<file path="src/rtl/insn_loader_encoder.sv">
// RV32I field-to-word encoder feeding a small FIFO that streams words into
// an instruction memory write port at consecutive word addresses.
module insn_loader_encoder #(
  parameter int                DEPTH     = 4,
  parameter int                ADDR_W    = 10,
  parameter logic [ADDR_W-1:0] BASE_ADDR = '0
) (
  input  logic                       clk_i,
  input  logic                       reset_i,
  input  logic                       clear_i,
  input  logic                       in_valid_i,
  output logic                       in_ready_o,
  input  logic [2:0]                 fmt_i,
  input  logic [6:0]                 opcode_i,
  input  logic [4:0]                 rd_i,
  input  logic [4:0]                 rs1_i,
  input  logic [4:0]                 rs2_i,
  input  logic [2:0]                 funct3_i,
  input  logic [6:0]                 funct7_i,
  input  logic [31:0]                imm_i,
  output logic                       mem_we_o,
  input  logic                       mem_ready_i,
  output logic [ADDR_W-1:0]          mem_addr_o,
  output logic [31:0]                mem_wdata_o,
  output logic [$clog2(DEPTH):0]     count_o,
  output logic                       err_o
);

  localparam int PTR_W = $clog2(DEPTH);
  localparam int CNT_W = PTR_W + 1;
  localparam logic [31:0] NOP_WORD = 32'h0000_0013;

  typedef enum logic [2:0] {
    FMT_R = 3'd0,
    FMT_I = 3'd1,
    FMT_S = 3'd2,
    FMT_B = 3'd3,
    FMT_U = 3'd4,
    FMT_J = 3'd5
  } fmt_e;

  logic [31:0]       word_d;
  logic              illegal_d;

  logic [31:0]       fifo_q [DEPTH];
  logic [PTR_W-1:0]  wr_ptr_q, wr_ptr_d;
  logic [PTR_W-1:0]  rd_ptr_q, rd_ptr_d;
  logic [CNT_W-1:0]  count_q, count_d;
  logic [ADDR_W-1:0] addr_q, addr_d;
  logic [31:0]       last_q, last_d;
  logic              err_q, err_d;

  logic              push, pop;

  always_comb begin
    word_d    = '0;
    illegal_d = 1'b0;
    unique case (fmt_i)
      FMT_R: word_d = {funct7_i, rs2_i, rs1_i, funct3_i, rd_i, opcode_i};
      FMT_I: word_d = {imm_i[11:0], rs1_i, funct3_i, rd_i, opcode_i};
      FMT_S: word_d = {imm_i[11:5], rs2_i, rs1_i, funct3_i, imm_i[4:0], opcode_i};
      FMT_B: word_d = {imm_i[12], imm_i[10:5], rs2_i, rs1_i, funct3_i,
                       imm_i[4:1], imm_i[11], opcode_i};
      FMT_U: word_d = {imm_i[31:12], rd_i, opcode_i};
      FMT_J: word_d = {imm_i[20], imm_i[10:1], imm_i[11], imm_i[19:12],
                       rd_i, opcode_i};
      default: begin
        word_d    = NOP_WORD;
        illegal_d = 1'b1;
      end
    endcase
  end

  // in_ready looks only at the registered count: a full FIFO refuses a push
  // even when a pop frees a slot on the same edge.
  assign in_ready_o = (count_q != CNT_W'(DEPTH));
  assign mem_we_o   = (count_q != '0);
  assign push       = in_valid_i && in_ready_o && !clear_i;
  assign pop        = mem_we_o && mem_ready_i && !clear_i;

  always_comb begin
    wr_ptr_d = wr_ptr_q;
    rd_ptr_d = rd_ptr_q;
    count_d  = count_q;
    addr_d   = addr_q;
    last_d   = last_q;
    err_d    = err_q;
    if (clear_i) begin
      wr_ptr_d = '0;
      rd_ptr_d = '0;
      count_d  = '0;
      addr_d   = BASE_ADDR;
      last_d   = '0;
      err_d    = 1'b0;
    end else begin
      if (push) begin
        wr_ptr_d = wr_ptr_q + PTR_W'(1);
        if (illegal_d) err_d = 1'b1;
      end
      if (pop) begin
        rd_ptr_d = rd_ptr_q + PTR_W'(1);
        addr_d   = addr_q + ADDR_W'(4);
        last_d   = fifo_q[rd_ptr_q];
      end
      if (push && !pop)      count_d = count_q + CNT_W'(1);
      else if (pop && !push) count_d = count_q - CNT_W'(1);
    end
  end

  always_ff @(posedge clk_i or posedge reset_i) begin
    if (reset_i) begin
      wr_ptr_q <= '0;
      rd_ptr_q <= '0;
      count_q  <= '0;
      addr_q   <= BASE_ADDR;
      last_q   <= '0;
      err_q    <= 1'b0;
    end else begin
      wr_ptr_q <= wr_ptr_d;
      rd_ptr_q <= rd_ptr_d;
      count_q  <= count_d;
      addr_q   <= addr_d;
      last_q   <= last_d;
      err_q    <= err_d;
    end
  end

  // Storage needs no reset: entries are only visible while count is non-zero.
  always_ff @(posedge clk_i) begin
    if (push) fifo_q[wr_ptr_q] <= word_d;
  end

  assign mem_addr_o  = addr_q;
  assign mem_wdata_o = mem_we_o ? fifo_q[rd_ptr_q] : last_q;
  assign count_o     = count_q;
  assign err_o       = err_q;

endmodule

</file>
<file path="config.mk">
export PLATFORM = sky130hd
export DESIGN_NAME = insn_loader_encoder
export DESIGN_NICKNAME = d
export VERILOG_FILES = /design/src/rtl/insn_loader_encoder.sv
export SDC_FILE = /design/constraint.sdc
export NUM_CORES = 1
export LEC_CHECK = 0
export BUFFER_PORTS_ARGS = -buffer_cell sky130_fd_sc_hd__buf_2
export CORE_MARGIN = 8
export CORE_UTILIZATION = 59
export CTS_BUF_LIST = sky130_fd_sc_hd__clkbuf_8
export DETAILED_ROUTE_END_ITERATION = 10
export PLACE_DENSITY = 0.88
export SLEW_MARGIN = 20
export SYNTH_ARGS = -nofsm -noshare
export SYNTH_HDL_FRONTEND = slang
export SYNTH_SLANG_ARGS = --single-unit
</file>
<file path="constraint.sdc">
create_clock -name clk_i -period 2.8 [get_ports clk_i]
set_input_delay 0.28 -clock clk_i [delete_from_list [all_inputs] [get_ports clk_i]]
set_output_delay 0.28 -clock clk_i [all_outputs]
set_load 0.05 [all_outputs]
</file>
# == Word level (Yosys, flattened, before mapping) ==
# Memories as Yosys holds them, arrays and structs flattened.
# Cells that the tools add are included.
# word_totals
romBits,0
register_bits,50
latch_bits,0
ram_bits,128
output_inout_bits,48
mem_count,1
elab_cells,53
# memory_table
memory,depth,word_bits,read_ports,rd_ports_with_merged_regs,write_ports,line,rtl
fifo_q,4,32,1,0,1,45,logic [31:0] fifo_q [DEPTH];
# classes
reduce_logical,16
n_lt_le_gt_ge,0
div,0
mux,18
shift,0
multipliers,0
eq_ne,7
n_addsub,5
n_bitwise,0
# op_table
op,count
32-bit case mux with 6 select lines,1
32-bit two-way mux,3
10-bit two-way mux,2
10-bit by 3-bit adder with 10-bit output (second input constant),1
3-bit two-way mux,3
2-bit two-way mux,4
3-bit by 2-bit == test with 1-bit output (second input constant),2
3-bit == test (second input constant),2
1-bit logical AND,6
3-bit nonzero test,2
6-bit OR reduction,1
1-bit two-way mux,5
2-bit by 1-bit adder with 2-bit output (second input constant),2
2-bit nonzero test,2
3-bit by 1-bit adder with 3-bit output (second input constant),1
3-bit by 1-bit == test with 1-bit output (second input constant),1
1-bit logical NOT,3
3-bit logical NOT,1
3-bit inequality test (second input constant),1
3-bit by 1-bit subtractor with 3-bit output (second input constant),1
2-bit by 1-bit inequality test with 1-bit output (second input constant),1
2-bit AND reduction,1

# == Logic depth before layout (Yosys ltp) ==
# Gate-level depths: netlist of the first run.
# logic_depth
word_depth,8
depth_mapped,8
ltp_nobuf,7

# == Worst setup path before layout of the first run ==
# Ideal clock, no wire load.
# synth_timing
path_type,register to register
startpoint,"reg count_q[2], in the netlist count_o[2]"
endpoint,"reg count_q[2], in the netlist count_o[2]"
t_arrival_ns,2.420
path_buffers,1
path_stages_with_launch,9
setup_time_ns,0.094
slack_ns,0.286
path_cell_list,dfrtp_1 -> buf_2 -> nor3b_1 -> nor3_1 -> and2_1 -> fa_1 -> nand2b_1 -> o221a_2 -> a211oi_1
# synth_via
elab_chain_len,7
# synth_rtl
item,line,rtl
from (decl),48,"logic [CNT_W-1:0] count_q, count_d;"
from (signal assigned),121,count_q <= count_d;
"parallel branches: the longest is 7 deep, another holds 3-bit by 1-bit subtractor with 3-bit output",--,
# Several ways; the timed one is not identified. The select of a mux whose other input is x is not followed.
# A chain may end at the register's enable or synchronous reset.

# == Worst setup path after layout of the first run ==
# layout_timing
startpoint,reg rd_ptr_q[0]
endpoint,out mem_wdata_o[18]
# layout_via
elab_chain_len,2
# layout_rtl
item,line,rtl
from (decl),47,"logic [PTR_W-1:0] rd_ptr_q, rd_ptr_d;"
from (signal assigned),120,rd_ptr_q <= rd_ptr_d;
memory 4 x 32 bit,--,
32-bit two-way mux,134,assign mem_wdata_o = mem_we_o ? fifo_q[rd_ptr_q] : last_q;
to (decl),24,"output logic [31:0] mem_wdata_o,"
# No other way between the ends.

==> key figures, run 1 <==
Synth
  – Adder-cell share of the synthesized area: 0.0107
  – Simple-gate share of the synthesized area: 0.0408
  – Post-synthesis compound-gate area fraction: 0.0936
  – XOR/XNOR Fraction of Synth Area: 0.00565
  – Unique masters post-synth: 47
  – Yosys top cell by area: edfxtp_1
  – Count leader, synth: edfxtp_1
  – Seq/Total Area, Yosys: 0.651
  – Top cells by count, synth: edfxtp_1 (128), dfrtp_1 (48), mux2_2 (42)
  – Largest cells by area after synthesis: edfxtp_1 (50%), dfrtp_1 (15%), mux4_2 (9.3%), mux2_2 (6.1%), a22o_1 (4.5%)
  – Asr flop ratio synth: 0.273
  – Yosys reg bits: 176
  – Largest family of logic cells by synthesized area: multiplexers
  – Syn. warnings: 0
  – EDFF count, synth: between 100 and 150
  – Mapped Avg Cell Area: about 16 µm²
  – Mux share of post-synthesis cell area: 0.163
  – Yosys top cell area share: 0.496
  – Syn Inst Count: between 400 and 500
  – Ys flop type: edfxtp_1
  – Netlist Area Pre-Place: 0.00775 mm²

Detailed routing
  – First-pass DRT Iterations: 5
  – Initial DRC count: 470
  – Routed vias/inst: 6.05
  – DRT antenna net count: 0
  – Post-route DRC: 0
  – Vias: 4777
  – Post-Route WL: between 15 and 20 mm
  – Routed wire per std cell: about 22 µm

Clock tree
  – # Post-CTS Setup Buffers: 0
  – CTS Buffer Depth: 2
  – CTS H-tree lvls: 4
  – Clk Latency, worst-skew pair: around 450 ps
  – CTS Buf Count: 17
  – CTS Sinks: around 180
  – CTS clk-pin slew, worst paths: 80 ps
  – CTS tree: built
  – Root Driver: clkbuf_8

Setup path
  – Worst Setup End Kind: output pin
  – WP data required: 2520 ps
  – Worst Path Arrival: 2330 ps
  – Critical Path Start Type: flip-flop
  – Critical path class: flip-flop to output pin
  – Crit path max fanout: 13

Global route
  – Vias in the first global route: ~5100
  – Grt ovf: 0
  – Initial antenna violation count: 0
  – Largest net degree at the start of global routing: 35
  – GRT Total Usage: 0.214
  – Global-route wire length before repair: 27.2 mm

Power
  – Lkg Pwr: ~3.5 nW
  – PwrDens: between 800 and 900 mW/mm²
  – Pwr Total: around 7.6 mW
  – Worst VDD drop: 0.398 mV

Timing
  – Max-slew violations: 0
  – Setup TNS: 0 ps
  – RSZ-0062 raised after global routing: false
  – Clk_skew: between 6 and 7 ps
  – Relative slew slack: 0.549
  – Setup violators final: 0
  – Min Clock Period, post-route: 2610 ps
  – Fmax: 0.383 GHz
  – Final hold viol count: 0
  – Final setup margin: 190 ps
  – Fin crit share: 0.932
  – Slew @ Worst Pin: 676 ps

Floorplanning
  – Die W: 131 µm
  – Initial Util: 0.595
  – Row count: 42
  – DIE HEIGHT: 131 µm
  – Core Box Area: 0.0130 mm²
  – Die footprint: 0.0171 mm²
  – Boundary Pins: 120

Run status
  – Status: completed

Cells and area
  – Diodes inserted: 0
  – Fillers: between 800 and 900
  – Share of cells above drive strength 1: 0.406
  – Syn-to-layout area delta: 15.8%
  – Count of nets after finishing: 679
  – Final core occ: 0.689

Placed design
  – RePlAce Congestion: 0.785
  – Half-perimeter wire length after placement: 12.0 mm
  – Pre-CTS setup slack: 339 ps
  – Port Buffer Count: about 120

Job
  – Max Cap Viol: 0

Hold path
  – Worst hold path type: input pin to flip-flop
area by class of cell:
type	count	area, µm²	share of cell area
Multi-Input combinational cell	253	2450	0.273
Timing Repair Buffer	135	773	0.0862
Inverter	18	70.1	0.00781
Tap cell	176	220	0.0245
Sequential cell	176	5050	0.563
Clock buffer	17	234	0.0261
Clock inverter	15	175	0.0195
flip-flops by register name, indices dropped and copies added, names as in the netlist:
register,cells
mem_addr_o,8
wr_ptr_q,2
last_q,32
fifo_q,128
count_o,3
err_o,1
rd_ptr_q,2
critical path, cell delays in order, from the launching register on:
cell and delay (ps):
dfrtp_4 610, buf_12 210, mux4_2 540, mux2_2 290, buf_2 220
path summary, 6_finish.rpt:
check                            start  cells after the start  slack (ps)               to
max                        rd_ptr_q[0]                      4         190  mem_wdata_o[18]
min                        opcode_i[6]                      2         190     fifo_q[2][6]
max reg2reg                 count_o[0]                      7         310       count_o[2]
min reg2reg                 last_q[21]                      1         500       last_q[21]
max in group asynchronous      reset_i                      4        1700    mem_addr_o[9]
min in group asynchronous      reset_i                      3         480        last_q[1]
cell usage in the layout, fill, tap and decap left out, types with 5 or more instances in the layout:
cell	synthesis	routed
dfrtp_1	48	47
nor2b_1	7	7
nand3_1	6	6
nand2_1	15	15
buf_4	5	13
mux2i_1	7	7
mux4_2	32	32
o21ai_0	20	20
nor2_1	9	8
mux2_2	42	42
edfxtp_1	128	128
a22oi_1	6	6
inv_1	15	15
ha_1	5	5
clkbuf_8	0	17
clkinv_1	1	5
a21oi_1	13	13
buf_2	14	117
and2_1	9	5
a22o_1	40	40
per-layer routing:
| layer | share of wire | global-route usage | vias up |
|---|---|---|---|
| met2 | 0.52 | 0.366 | 210 |
| met5 | 0 | 0 | - |
| met3 | 0.067 | 0.0511 | 44 |
| met4 | 0.033 | 0.114 | 0 |
| li1 | - | - | 2123 |
| met1 | 0.38 | 0.247 | 2400 |
logic make-up after synthesis:
| kind of cell | count (synthesis) |
|---|---|
| xor gates and xnor gates | 5 |
| muxes | 81 |
| and+or+nand+nor | 61 |
| DFF | 176 |
| other | 1 |
| AOI/OAI and AO/OA | 98 |
| buffers and inverters | 52 |
| adders and majority gates | 6 |
power by group:
part | switching (mW) | internal [mW] | leakage (nW)
Combinational | 1.76 | 0.920 | 1.47
Sequential | 0.149 | 3.02 | 1.82
Clock | 0.845 | 0.950 | 0.210
Total | 2.76 | 4.89 | 3.51
timing repair:
item | in CTS | in global routing
hold buffers | 1 | 0
endpoints found under the setup margin | 0 | 32
gates resized for setup | 0 | 4
endpoints found under the hold margin | 28 | 0
metrics by stage:
| step | cells | hold WS, ps | cell area, µm² |
|---|---|---|---|
| 5_1_grt | 790 | 174 | 8970 |
| 2_1_floorplan | 481 | 462 | 7750 |
| 3_5_place_dp | 757 | 418 | 8540 |
| 6_report | 790 | 192 | 8970 |
| 4_1_cts | 790 | 159 | 8960 |
| 3_3_place_gp | 757 | 407 | 8540 |
Note: power is estimated with default switching activity, not from simulation.
==> inputs of run 2 (changes only) <==
--- a/config.mk
+++ b/config.mk
@@ -7,10 +7,10 @@
 export LEC_CHECK = 0
 export BUFFER_PORTS_ARGS = -buffer_cell sky130_fd_sc_hd__buf_2
 export CORE_MARGIN = 8
-export CORE_UTILIZATION = 59
+export CORE_UTILIZATION = 50
 export CTS_BUF_LIST = sky130_fd_sc_hd__clkbuf_8
 export DETAILED_ROUTE_END_ITERATION = 10
-export PLACE_DENSITY = 0.88
+export PLACE_DENSITY = 0.78
 export SLEW_MARGIN = 20
 export SYNTH_ARGS = -nofsm -noshare
 export SYNTH_HDL_FRONTEND = slang
==> run 2 against run 1 <==
  * Design area is 0.74% lower
  * Worst setup slack worse by 14 ps
  * Count of clock-buffer cells in the layout stayed put
  * Register-to-register slack worse by 20 ps
  * Critical path depth stayed put
  * Die area is 16% higher
  * Sequential share of layout area is 0.39 points higher
  * Critical path type unchanged
  * Critical endpoint is now mem_wdata_o[20]
  * Largest cell class unchanged
==> key figures, run 2 (same netlist as run 1, synthesis figures left out) <==
Run status
  – Status: completed (unchanged)

Global route
  – Global-route wire length before repair: 26.9 mm (was 27.2 mm)
  – Vias in the first global route: 5032 (was 5109)
  – Initial antenna violation count: 0 (unchanged)
  – Largest net degree at the start of global routing: 49 (was 35)
  – Grt ovf: 0 (unchanged)
  – GRT Total Usage: 0.178 (was 0.214)

Floorplanning
  – Boundary Pins: 120 (unchanged)
  – DIE HEIGHT: 141 µm (was 131 µm)
  – Die W: 141 µm (was 131 µm)
  – Row count: 45 (was 42)
  – Die footprint: 0.0197 mm² (was 0.0171 mm²)
  – Initial Util: 0.510 (was 0.595)
  – Core Box Area: 0.0152 mm² (was 0.0130 mm²)

Timing
  – Setup violators final: 0 (unchanged)
  – Relative slew slack: 0.382 (was 0.549)
  – Max-slew violations: 0 (unchanged)
  – Min Clock Period, post-route: 2620 ps (was 2610 ps)
  – Final hold viol count: 0 (unchanged)
  – Fin crit share: 0.937 (was 0.932)
  – Fmax: 0.381 GHz (was 0.383 GHz)
  – Clk_skew: 9.67 ps (was 6.66 ps)
  – RSZ-0062 raised after global routing: false (unchanged)
  – Setup TNS: 0 ps (unchanged)
  – Slew @ Worst Pin: 926 ps (was 676 ps)

Detailed routing
  – Post-Route WL: 17.1 mm (was 17.3 mm)
  – Initial DRC count: 361 (was 470)
  – Vias: 4701 (was 4777)
  – DRT antenna net count: 0 (unchanged)
  – First-pass DRT Iterations: 5 (unchanged)
  – Routed vias/inst: 5.90 (was 6.05)
  – Post-route DRC: 0 (unchanged)
  – Routed wire per std cell: 21.5 µm (was 21.9 µm)

Clock tree
  – CTS H-tree lvls: 4 (unchanged)
  – CTS tree: built (unchanged)
  – CTS Sinks: 176 (unchanged)
  – CTS clk-pin slew, worst paths: 100 ps (was 80 ps)
  – Root Driver: clkbuf_8 (unchanged)
  – CTS Hold Bufs: 0 (was 1)
  – CTS Buffer Depth: 2 (unchanged)
  – Clk Latency, worst-skew pair: 450 ps (about the same)
  – CTS Buf Count: 17 (unchanged)

Setup path
  – Worst Path Buf+Inv: 2 (unchanged)
  – Crit path max-delay family: buffers and inverters (was multiplexers)
  – Critical path cell sequence: nor3_1, inv_4, mux2_2, buf_2 (was buf_12, mux4_2, mux2_2, buf_2)
  – CP max stage delay: 510 ps (was 610 ps)
  – Worst Path Arrival: 2340 ps (was 2330 ps)
  – Worst Setup End Kind: output pin (unchanged)
  – Flop2flop setup slack: 290 ps (was 310 ps)
  – WP data required: 2520 ps (about the same)
  – Crit path max fanout: 34 (was 13)
  – Critical path class: flip-flop to output pin (unchanged)
  – Critical-path top delay cell: dfrtp_1 (was dfrtp_4)
  – Critical Path Start Type: flip-flop (unchanged)

Cells and area
  – Most common cell after layout, fill and taps aside: edfxtp_1 (unchanged)
  – Area of the multi-input gates: 0.00245 mm² (about the same)
  – Finished Layout Cells: 797 (was 790)
  – Syn-to-layout area delta: 14.9% (was 15.8%)
  – Share of cells above drive strength 1: 0.409 (was 0.406)
  – Diodes inserted: 0 (unchanged)
  – Count of nets after finishing: 674 (was 679)
  – Reg with most FFs: fifo_q (unchanged)
  – Register Area: 0.00505 mm² (about the same)
  – Fillers: 1157 (was 869)
  – Most frequent cells in the layout: edfxtp_1 (128), buf_2 (117), dfrtp_1 (47) (unchanged)
  – Max FFs per register: 128 (unchanged)

Placed design
  – Placed insts: 765 (was 757)
  – RePlAce Congestion: 0.833 (was 0.785)
  – Half-perimeter wire length after placement: 11.4 mm (was 12.0 mm)
  – Port Buffer Count: 117 (unchanged)

Job
  – Max Cap Viol: 0 (unchanged)

Power
  – PwrDens: 847 mW/mm² (was 852 mW/mm²)
  – Lkg Pwr: 3.46 nW (was 3.51 nW)
  – Worst VDD drop: 0.374 mV (was 0.398 mV)

Hold path
  – Worst hold path type: input pin to asynchronous set/reset pin (was input pin to flip-flop)
[run 2: changes by cell type in the layout (fill, tap and decap cells not counted), moves of 3 or more]
cell / change
clkinv_1: -4
bufinv_16: -3
inv_6: +7
inv_8: +3
clkinv_2: -3
[run 2: worst register-to-register path, cell delays in order, from the launching register on]
cell and delay [ps]:
dfrtp_1 510, nor3b_1 460, nor3_1 170, and2_1 210, fa_1 410, nand2b_1 180
o221a_2 250, a211oi_1 220
[run 2: layer usage]
layer,share of wire,track usage
met1,0.41,0.212
met2,0.52,0.305
met3,0.062,0.0479
met4,0.014,0.0650
met5,0,0
[run 2: metrics by stage]
step	area, µm²	hold slack (ps)	util	total power, mW	setup WS, ps
detailed placement	8500	487	0.559	5.88	386
global route	8910	45.3	0.586	7.85	11.0
floorplan	7750	462	-	5.30	286
global placement	8500	482	0.559	5.83	526
finish	8910	0.813	0.586	7.54	176
CTS	8900	134	0.586	7.61	52.8
[run 2: layout make-up]
| cell class | count | area share |
|---|---|---|
| multi-input cells | 253 | 0.275 |
| repair buffers | 130 | 0.0795 |
| inverters | 18 | 0.00801 |
| clock buffers | 17 | 0.0263 |
| clock inverters | 15 | 0.0185 |
| flip-flops and latches | 176 | 0.567 |
| well taps | 188 | 0.0264 |
[run 2: what timing repair did]
action                                  CTS  global route
buffers inserted                          0             0
resized for setup                         0             2
endpoints found under the setup margin    0            32
[run 2: power by group]
| part | leakage (nW) | switching (mW) | internal, mW |
|---|---|---|---|
| Clock | 0.198 | 0.988 | 0.749 |
| Sequential | 1.82 | 0.109 | 3.01 |
| Combinational | 1.44 | 1.79 | 0.891 |
| Total | 3.46 | 2.89 | 4.65 |
[run 2: worst paths after layout]
| path | endpoint | cells after the start | start |
|---|---|---|---|
| min in group clk_i | fifo_q[0][6] | 2 | opcode_i[6] |
| setup / recovery | mem_wdata_o[20] | 4 | count_o[0] |
| max in group asynchronous | rd_ptr_q[0] | 2 | reset_i |
| hold reg to reg | last_q[1] | 1 | last_q[1] |
| hold / removal | last_q[10] | 2 | reset_i |
| setup reg to reg | count_o[2] | 7 | count_o[0] |
